==> src/rtl/jamma_pkg.sv <==
// Shared types and constants for the JAMMA joystick scanner.
package jamma_pkg;

    typedef enum logic [1:0] {
        P1_SETTLE = 2'd0,
        P1_SAMPLE = 2'd1,
        P2_SETTLE = 2'd2,
        P2_SAMPLE = 2'd3
    } scan_state_e;

    localparam logic [7:0] JOY_IDLE = 8'hFF;

    localparam int UP    = 0;
    localparam int DOWN  = 1;
    localparam int LEFT  = 2;
    localparam int RIGHT = 3;
    localparam int FIRE1 = 4;
    localparam int FIRE2 = 5;
    localparam int START = 6;
    localparam int COIN  = 7;

    // The on-board stick only covers directions and two buttons.
    function automatic logic [7:0] p1_merge(
        input logic [7:0] bus,
        input logic [5:0] loc
    );
        logic [7:0] m;
        m        = bus;
        m[UP]    = bus[UP] & loc[UP];
        m[DOWN]  = bus[DOWN] & loc[DOWN];
        m[LEFT]  = bus[LEFT] & loc[LEFT];
        m[RIGHT] = bus[RIGHT] & loc[RIGHT];
        m[FIRE1] = bus[FIRE1] & loc[FIRE1];
        m[FIRE2] = bus[FIRE2] & loc[FIRE2];
        m[START] = bus[START];
        m[COIN]  = bus[COIN];
        return m;
    endfunction

endpackage

==> src/rtl/jamma_joy_scanner_if.sv <==
// Pin-side and core-side signals of the JAMMA joystick scanner.
interface jamma_joy_scanner_if;

    logic       ce;
    logic [7:0] jjoy;
    logic [5:0] joy_local;
    logic [1:0] jcoin;
    logic       jselect;
    logic [7:0] joystick1;
    logic [7:0] joystick2;
    logic [1:0] coin_out;
    logic       scan_done;

    modport master (
        output ce, jjoy, joy_local, jcoin,
        input  jselect, joystick1, joystick2, coin_out, scan_done
    );

    modport slave (
        input  ce, jjoy, joy_local, jcoin,
        output jselect, joystick1, joystick2, coin_out, scan_done
    );

endinterface

==> src/rtl/joy_debounce.sv <==
// Per-player debounce: output follows a sample seen DEBOUNCE times in a row.
module joy_debounce
    import jamma_pkg::*;
#(
    parameter int DEBOUNCE = 3
) (
    input  logic       clk,
    input  logic       reset,
    input  logic       en,
    input  logic [7:0] sample,
    output logic [7:0] joy
);

    localparam logic [2:0] DB = 3'(DEBOUNCE);

    logic [7:0] cand_q, cand_d;
    logic [7:0] out_q, out_d;
    logic [2:0] cnt_q, cnt_d;

    always_comb begin
        cand_d = cand_q;
        cnt_d  = cnt_q;
        out_d  = out_q;
        if (en) begin
            if (sample != cand_q) begin
                cand_d = sample;
                cnt_d  = 3'd1;
            end else if (cnt_q < DB) begin
                cnt_d = cnt_q + 3'd1;
            end else begin
                cnt_d = DB;
            end
            if (cnt_d == DB) begin
                out_d = sample;
            end
        end
    end

    always_ff @(posedge clk) begin
        if (reset) begin
            cand_q <= JOY_IDLE;
            cnt_q  <= 3'd0;
            out_q  <= JOY_IDLE;
        end else begin
            cand_q <= cand_d;
            cnt_q  <= cnt_d;
            out_q  <= out_d;
        end
    end

    assign joy = out_q;

endmodule

==> src/rtl/jamma_joy_scanner.sv <==
// Sequences the JAMMA joystick-splitter mux, debounces both players
// and turns coin switch edges into fixed-length pulses.
module jamma_joy_scanner
    import jamma_pkg::*;
#(
    parameter int SETTLE     = 4,
    parameter int DEBOUNCE   = 3,
    parameter int COIN_PULSE = 16
) (
    input logic                pclk,
    input logic                reset,
    jamma_joy_scanner_if.slave bus
);

    localparam logic [3:0] SETTLE_LAST = 4'(SETTLE - 1);
    localparam logic [7:0] PULSE_LEN   = 8'(COIN_PULSE);

    logic [7:0] jjoy_m_q, jjoy_s_q;
    logic [1:0] jcoin_m_q, jcoin_s_q, jcoin_p_q;

    scan_state_e state_q, state_d;
    logic [3:0]  cnt_q, cnt_d;
    logic        jselect_q, jselect_d;
    logic        scan_done_q, scan_done_d;
    logic        p1_en, p2_en;
    logic [7:0]  s1;

    logic [1:0][7:0] coin_cnt_q, coin_cnt_d;

    always_comb begin
        state_d     = state_q;
        cnt_d       = cnt_q;
        p1_en       = 1'b0;
        p2_en       = 1'b0;
        scan_done_d = 1'b0;
        if (bus.ce) begin
            unique case (state_q)
                P1_SETTLE, P2_SETTLE: begin
                    if (cnt_q == SETTLE_LAST) begin
                        cnt_d   = 4'd0;
                        state_d = (state_q == P1_SETTLE) ? P1_SAMPLE
                                                         : P2_SAMPLE;
                    end else begin
                        cnt_d = cnt_q + 4'd1;
                    end
                end
                P1_SAMPLE: begin
                    p1_en   = 1'b1;
                    state_d = P2_SETTLE;
                end
                P2_SAMPLE: begin
                    p2_en       = 1'b1;
                    scan_done_d = 1'b1;
                    state_d     = P1_SETTLE;
                end
            endcase
        end
        // Decoding the next state lets jselect flip on the entry edge.
        jselect_d = (state_d == P2_SETTLE) || (state_d == P2_SAMPLE);
    end

    always_comb begin
        coin_cnt_d = coin_cnt_q;
        for (int i = 0; i < 2; i++) begin
            if (coin_cnt_q[i] != 8'd0) begin
                coin_cnt_d[i] = coin_cnt_q[i] - 8'd1;
            end else if (jcoin_p_q[i] && !jcoin_s_q[i]) begin
                coin_cnt_d[i] = PULSE_LEN;
            end
        end
    end

    always_ff @(posedge pclk) begin
        if (reset) begin
            jjoy_m_q    <= 8'hFF;
            jjoy_s_q    <= 8'hFF;
            jcoin_m_q   <= 2'b11;
            jcoin_s_q   <= 2'b11;
            jcoin_p_q   <= 2'b11;
            state_q     <= P1_SETTLE;
            cnt_q       <= 4'd0;
            jselect_q   <= 1'b0;
            scan_done_q <= 1'b0;
            coin_cnt_q  <= '0;
        end else begin
            jjoy_m_q    <= bus.jjoy;
            jjoy_s_q    <= jjoy_m_q;
            jcoin_m_q   <= bus.jcoin;
            jcoin_s_q   <= jcoin_m_q;
            jcoin_p_q   <= jcoin_s_q;
            state_q     <= state_d;
            cnt_q       <= cnt_d;
            jselect_q   <= jselect_d;
            scan_done_q <= scan_done_d;
            coin_cnt_q  <= coin_cnt_d;
        end
    end

    assign s1 = p1_merge(jjoy_s_q, bus.joy_local);

    joy_debounce #(.DEBOUNCE(DEBOUNCE)) u_p1 (
        .clk    (pclk),
        .reset  (reset),
        .en     (p1_en),
        .sample (s1),
        .joy    (bus.joystick1)
    );

    joy_debounce #(.DEBOUNCE(DEBOUNCE)) u_p2 (
        .clk    (pclk),
        .reset  (reset),
        .en     (p2_en),
        .sample (jjoy_s_q),
        .joy    (bus.joystick2)
    );

    assign bus.jselect   = jselect_q;
    assign bus.scan_done = scan_done_q;
    assign bus.coin_out  = {coin_cnt_q[1] == 8'd0, coin_cnt_q[0] == 8'd0};

endmodule

==> src/flat_wrapper.sv <==
// flat-port wrapper written by rule: the top's interface ports become plain ports
module jamma_joy_scanner_flat import jamma_pkg::*;
#(
    parameter int SETTLE     = 4,
    parameter int DEBOUNCE   = 3,
    parameter int COIN_PULSE = 16
)
  (pclk, reset, bus_ce, bus_jjoy, bus_joy_local, bus_jcoin, bus_jselect, bus_joystick1, bus_joystick2, bus_coin_out, bus_scan_done);
  jamma_joy_scanner_if bus_i ();
  input logic pclk;
  input logic reset;
  input wire logic [$bits(bus_i.ce)-1:0] bus_ce;
  input wire logic [$bits(bus_i.jjoy)-1:0] bus_jjoy;
  input wire logic [$bits(bus_i.joy_local)-1:0] bus_joy_local;
  input wire logic [$bits(bus_i.jcoin)-1:0] bus_jcoin;
  output wire logic [$bits(bus_i.jselect)-1:0] bus_jselect;
  output wire logic [$bits(bus_i.joystick1)-1:0] bus_joystick1;
  output wire logic [$bits(bus_i.joystick2)-1:0] bus_joystick2;
  output wire logic [$bits(bus_i.coin_out)-1:0] bus_coin_out;
  output wire logic [$bits(bus_i.scan_done)-1:0] bus_scan_done;
  assign bus_i.ce = bus_ce;
  assign bus_i.jjoy = bus_jjoy;
  assign bus_i.joy_local = bus_joy_local;
  assign bus_i.jcoin = bus_jcoin;
  assign bus_jselect = bus_i.jselect;
  assign bus_joystick1 = bus_i.joystick1;
  assign bus_joystick2 = bus_i.joystick2;
  assign bus_coin_out = bus_i.coin_out;
  assign bus_scan_done = bus_i.scan_done;
  jamma_joy_scanner #(.SETTLE(SETTLE), .DEBOUNCE(DEBOUNCE), .COIN_PULSE(COIN_PULSE)) u_core (.pclk(pclk), .reset(reset), .bus(bus_i));
endmodule
==> config.mk <==
export PLATFORM = sky130hd
export DESIGN_NAME = jamma_joy_scanner_flat
export DESIGN_NICKNAME = d
export VERILOG_FILES = /design/src/rtl/jamma_pkg.sv /design/src/rtl/jamma_joy_scanner_if.sv /design/src/rtl/joy_debounce.sv /design/src/rtl/jamma_joy_scanner.sv /design/src/flat_wrapper.sv
export SDC_FILE = /design/constraint.sdc
export NUM_CORES = 1
export LEC_CHECK = 0
export ABC_CLOCK_PERIOD_IN_PS = 2100
export BUFFER_PORTS_ARGS = -buffer_cell sky130_fd_sc_hd__buf_2
export CORE_AREA = 2 2 89 91
export CTS_CLUSTER_DIAMETER = 150
export CTS_CLUSTER_SIZE = 10
export DETAILED_ROUTE_END_ITERATION = 8
export DIE_AREA = 0 0 91 93
export PLACE_DENSITY = 0.68
export SLEW_MARGIN = 0
export SYNTH_ARGS = -nofsm -noshare
export SYNTH_HDL_FRONTEND = slang
export SYNTH_HIERARCHICAL = 1
export SYNTH_SLANG_ARGS = --single-unit
==> constraint.sdc <==
create_clock -name pclk -period 2.1 [get_ports pclk]
set_input_delay 0.21 -clock pclk [delete_from_list [all_inputs] [get_ports pclk]]
set_output_delay 0.21 -clock pclk [all_outputs]
set_load 0.1 [all_outputs]
---- Yosys cells after proc, flatten, opt, wreduce, memory -nomap -nowiden ----
Index checks and enable logic that the tools add are counted.
storage, ports and cells
  bits in registers ....................... 84
  bits of input ports ..................... 19
  output and inout bits ................... 20
  word-level logic and storage cells ...... 77
cells by class
  add/subtract/negate cells ............... 5
  $lt $le $gt $ge ......................... 2
  equal/unequal tests ..................... 10
  mux-type cells .......................... 19
  bitwise gates (word level) .............. 6
  reduce and logical (&&, ||, !) cells .... 18
operator list
  operator                                                    count
  two-way mux 8 bit                                           4
  two-way mux 3 bit                                           6
  logical NOT 8 bit                                           2
  inequality test 8 bit                                       2
  nonzero test 8 bit                                          2
  subtractor 8 x 1 -> 8 bit, second input constant            2
  AND reduction 2 bit                                         5
  equality test 2 bit, second input constant                  4
  adder 3 x 1 -> 3 bit, second input constant                 2
  AND 1 bit                                                   6
  equality test 3 x 2 -> 1 bit, second input constant         2
  less-than comparator 3 x 2 -> 1 bit, second input constant  2
  two-way mux 2 bit                                           3
  one-hot mux 2 bit (3 select lines)                          1
  adder 4 x 1 -> 4 bit, second input constant                 1
  equality test 4 x 2 -> 1 bit, second input constant         1
  two-way mux 1 bit                                           4
  two-way mux 4 bit                                           1
  nonzero test 2 bit                                          2
  equality test 2 x 1 -> 1 bit, second input constant         1
  logical AND 1 bit                                           2
  logical NOT 1 bit                                           2
  logical NOT 2 bit                                           1
  OR reduction 2 bit                                          1
  logical OR 1 bit                                            1

---- Logic depth before layout (Yosys ltp) ----
  depth in word-level cells ............... 7
  gate-level depth with buffers ........... 7
  gate-level depth less buffers ........... 6

---- Modules after synthesis ----
The synthesis kept the hierarchy.
by module, submodules not included
  module             times used  cells each  area an instance (um^2)  sequential area each (um^2)
  joy_debounce       2           91          913.4                    380.4
  jamma_joy_scanner  1           181         1791.7                   920.9

---- Worst setup path after synthesis ----
No wires, ideal clock.
  kind .................................... reg-to-reg
  from .................................... reg u_core/coin_cnt_q[0] (netlist bit)
  to ...................................... reg u_core/coin_cnt_q[0] (netlist bit)
  setup time .............................. 121 ps
  arrival ................................. 2316 ps
  data required time ...................... 1979 ps
  path slack .............................. -337 ps
  cell stages (with the launch flop) ...... 6
  buffers on the path ..................... 0
  clock period less this slack ............ 2437 ps
  cell sequence ........................... dfxtp_1 -> inv_1 -> ha_1 -> or3b_2 -> nor3_4 -> mux2_2
on the way
  word-level cells in the longest chain between the ends .. 2
  elaborated cells between the ends (all ways) .. 4
  those cells by class .................... add/sub: 1; mux: 1; reduce/logical: 2
RTL lines
  what                                                                    RTL line                                          source
  start: declaration                                                      jamma_joy_scanner.sv:28                           logic [1:0][7:0] coin_cnt_q, coin_cnt_d;
  start signal: assignment                                                jamma_joy_scanner.sv:95                           coin_cnt_q <= coin_cnt_d;
  subtractor 8 x 1 -> 8 bit / nonzero test 8 bit (equally long branches)  jamma_joy_scanner.sv:66, jamma_joy_scanner.sv:65
  two-way mux 8 bit / nonzero test 2 bit (equally long branches)          n/a
Parallel ways exist; a longest one is shown, timed or not.
A chain may end at the register's enable or synchronous reset.

---- Worst setup path after layout ----
  from .................................... reg u_core/coin_cnt_q[1] (netlist bit)
  to ...................................... out bus_coin_out[0]
on the way
  word-level cells in the longest chain between the ends .. 1
RTL lines
  what               RTL line                  source
  logical NOT 8 bit  jamma_joy_scanner.sv:119  assign bus.coin_out = {coin_cnt_q[1] == 8'd0, coin_cnt_q[0] == 8'd0};
  end: declaration   flat_wrapper.sv:19        output wire logic [$bits(bus_i.coin_out)-1:0] bus_coin_out;
Every way passes these cells.

==> results.tsv <==
metric	value	unit
wl_per_cell	13.0	microns
yosysMostFrequentCell	dfxtp_1	
die_h	93	microns
core_area	7530	sq um
gp_congestion	0.758	
clock_skew	6.12	ps
cts_tree	built	
power_density	1040	nW/um^2
final_hold_viol_count	0	
synth.cells.most_frequent	84 x dfxtp_1, 59 x nor2_1, 32 x mux2i_1	
grt_pass1_wl	11.2	mm
worst_slack	65.6	ps
first_global_vias	2491	
clkTransAtPathRegs	80	ps
leakage	1.74	nW
cts_sinks	84	
status	finished clean	
max_freq	492	MHz
crit_type	reg -> out	
via_per_inst	5.06	
crit_buf_inv	2	
hold_class	in -> reg	
crit_path_end_kind	output port	
cp_slowest_stage_delay	410	ps
hold_ws	35.7	ps
syn_inst	363	
drv_cap	0	
yosys.area.top_type	dfxtp_1	
fin_area	4240	sq um
via_count	2605	
startpoint_type	flop	
crit_fanout	4	
io_buffer_count	38	
placed_area	4010	sq um
drtIter0Drc	83	
avgSynthCellArea	9.97	sq um
async_flop_share	0	
worst_pin_slew	576	ps
num-nets-final	434	
yosys.area_share.simple	0.234	
grt_antenna_before_repair	0	
boundaryPins	39	
seq_area_frac_synth	0.465	
critical_path_required	1890	ps
synth_compound_area_frac	0.0882	
setup_viol	0	
ant_nets	0	
slew_headroom	0.616	
drive_gt1_frac	0.291	
antenna_cells	0	
clock_latency	350	ps
ys_seq_elements	84	
slowest_stage	or3b_4	
dp_hpwl	4.72	mm
yosys_warnings	6	
worst_ep_arrival_time	1820	ps
fin_util	0.563	
cts_max_path_buffers	2	
synthFlopType	dfxtp_1	
rows	32	
grt_max_degree	32	
cts-root-buf	clkbuf_8	
synth_nets	389	
first_pass_iters	4	
synthXorXnorAreaFrac	0.0602	
start_util	0.481	
fin_crit_sh	0.969	
drc	0	
die_width	91	microns
slew_violations	0	
synthAdderAreaFrac	0.0242	
yosys.area.top_type_share	0.465	
period_minus_slack	2030	ps
die-area	8460	sq um
crit_chain	inv_2 -> ha_4 -> or3b_4 -> nor3_4 -> buf_12	
cts_buffers	9	
overflow	0	
area_growth	17.2	%
htreeDepth	3	
synth.cell_area	3620	sq um
synth_edf_count	0	
synthTopCellsByArea	dfxtp_1 46%, mux2i_1 8.9%, nor2_1 6.1%, or2_2 3.8%, xnor2_2 3.6%	
grtUsageTotal	0.166	
synth.distinct_cells	48	
wl	6.72	mm
pre_cts_slack	323	ps
cp_top_family	simple AND/OR/NAND/NOR gates	
synth_top_family_by_area	simple AND/OR/NAND/NOR gates	
ir_drop	1.26	mV
synth_mux_area_frac	0.101	
-- routing by layer --
| layer | global-route usage | vias up | routed length [microns] |
|---|---|---|---|
| li1 | - | 1335 | - |
| met1 | 0.206 | 1224 | 3060 |
| met2 | 0.275 | 36 | 3310 |
| met3 | 0.0330 | 10 | 209 |
| met4 | 0.0871 | 0 | 134 |
| met5 | 0 | - | 0 |
-- report_power, final --
part	leakage (nW)	internal [mW]	switching (mW)	total, mW
clock	0.105	0.672	0.560	1.23
combinational	0.952	0.605	0.688	1.29
sequential	0.687	1.73	0.153	1.88
-- per-stage QoR --
stage,instances,TNS (ps),power (mW)
2_1_floorplan,363,-356,2.82
3_3_place_gp,496,0,3.10
3_5_place_dp,496,0,3.14
4_1_cts,512,0,4.36
5_1_grt,515,-1.25,4.63
6_report,515,0,4.41
-- cell type report --
cell class | count | area [sq um]
clock buffers | 12 | 135
clock inverters | 4 | 73.8
fillers | 695 | 3290
inverters | 10 | 37.5
multi-input cells | 253 | 1860
flip-flops and latches | 84 | 1680
well taps | 102 | 128
repair buffers | 50 | 323
-- layout by cell type (no fill, tap or decap), drive strengths merged, types with 3 or more instances in the layout --
cell type,instances
nor3b,8
ha,7
inv,10
o21ai,9
nor2,59
and2,9
buf,50
nand3,3
xnor2,18
mux2,4
nand4,4
nor2b,8
o31ai,4
dfxtp,84
mux2i,32
nand2,4
or3,4
clkbuf,12
or2,22
a211oi,3
nor3,15
o32ai,3
a31o,3
a21oi,11
-- sequential cells by signal (all words and copies together), names as in the netlist --
| signal | flops |
|---|---|
| u_core/u_p2/joy | 8 |
| u_core/bus.jselect | 1 |
| u_core/jcoin_p_q | 2 |
| u_core/u_p2/cand_q | 8 |
| u_core/jjoy_s_q | 8 |
| u_core/u_p2/cnt_q | 3 |
| u_core/cnt_q | 4 |
| u_core/jcoin_s_q | 2 |
| u_core/jcoin_m_q | 2 |
| u_core/bus.scan_done | 1 |
| u_core/u_p1/cnt_q | 3 |
| u_core/u_p1/joy | 8 |
| u_core/jjoy_m_q | 8 |
| u_core/coin_cnt_q | 16 |
| u_core/u_p1/cand_q | 8 |
| u_core/state_q | 2 |
-- cells by family (layout without fill, tap and decap cells) --
| kind of cell | count (synthesis) | count (layout) |
|---|---|---|
| AND/OR/NAND/NOR | 146 | 146 |
| flip-flops | 84 | 84 |
| AO/OA/AOI/OAI | 46 | 46 |
| multiplexers | 36 | 36 |
| buffers and inverters | 26 | 76 |
| XOR/XNOR | 18 | 18 |
| adder cells (fa/ha/maj) | 7 | 7 |
-- timing repair --
item | CTS | global route
hold buffers | 0 | 0
resized for setup | 0 | 1
pin swaps | 1 | 1
endpoints found under the setup margin | 1 | 2
buffers inserted | 0 | 3
-- final timing paths --
path / endpoint / slack, ps / cells after the start / startpoint
min: u_core/jcoin_m_q[1]$_SDFF_PP1_ / 40 / 2 / bus_jcoin[1]
max: bus_coin_out[0] / 70 / 5 / u_core/coin_cnt_q[1]$_SDFFE_PP0P_
min reg2reg: u_core/jcoin_s_q[0]$_SDFF_PP1_ / 410 / 1 / u_core/jcoin_m_q[0]$_SDFF_PP1_
max reg2reg: u_core/coin_cnt_q[0]$_SDFFE_PP0P_ / 280 / 6 / u_core/coin_cnt_q[1]$_SDFFE_PP0P_
(Power assumes the default switching activity.)
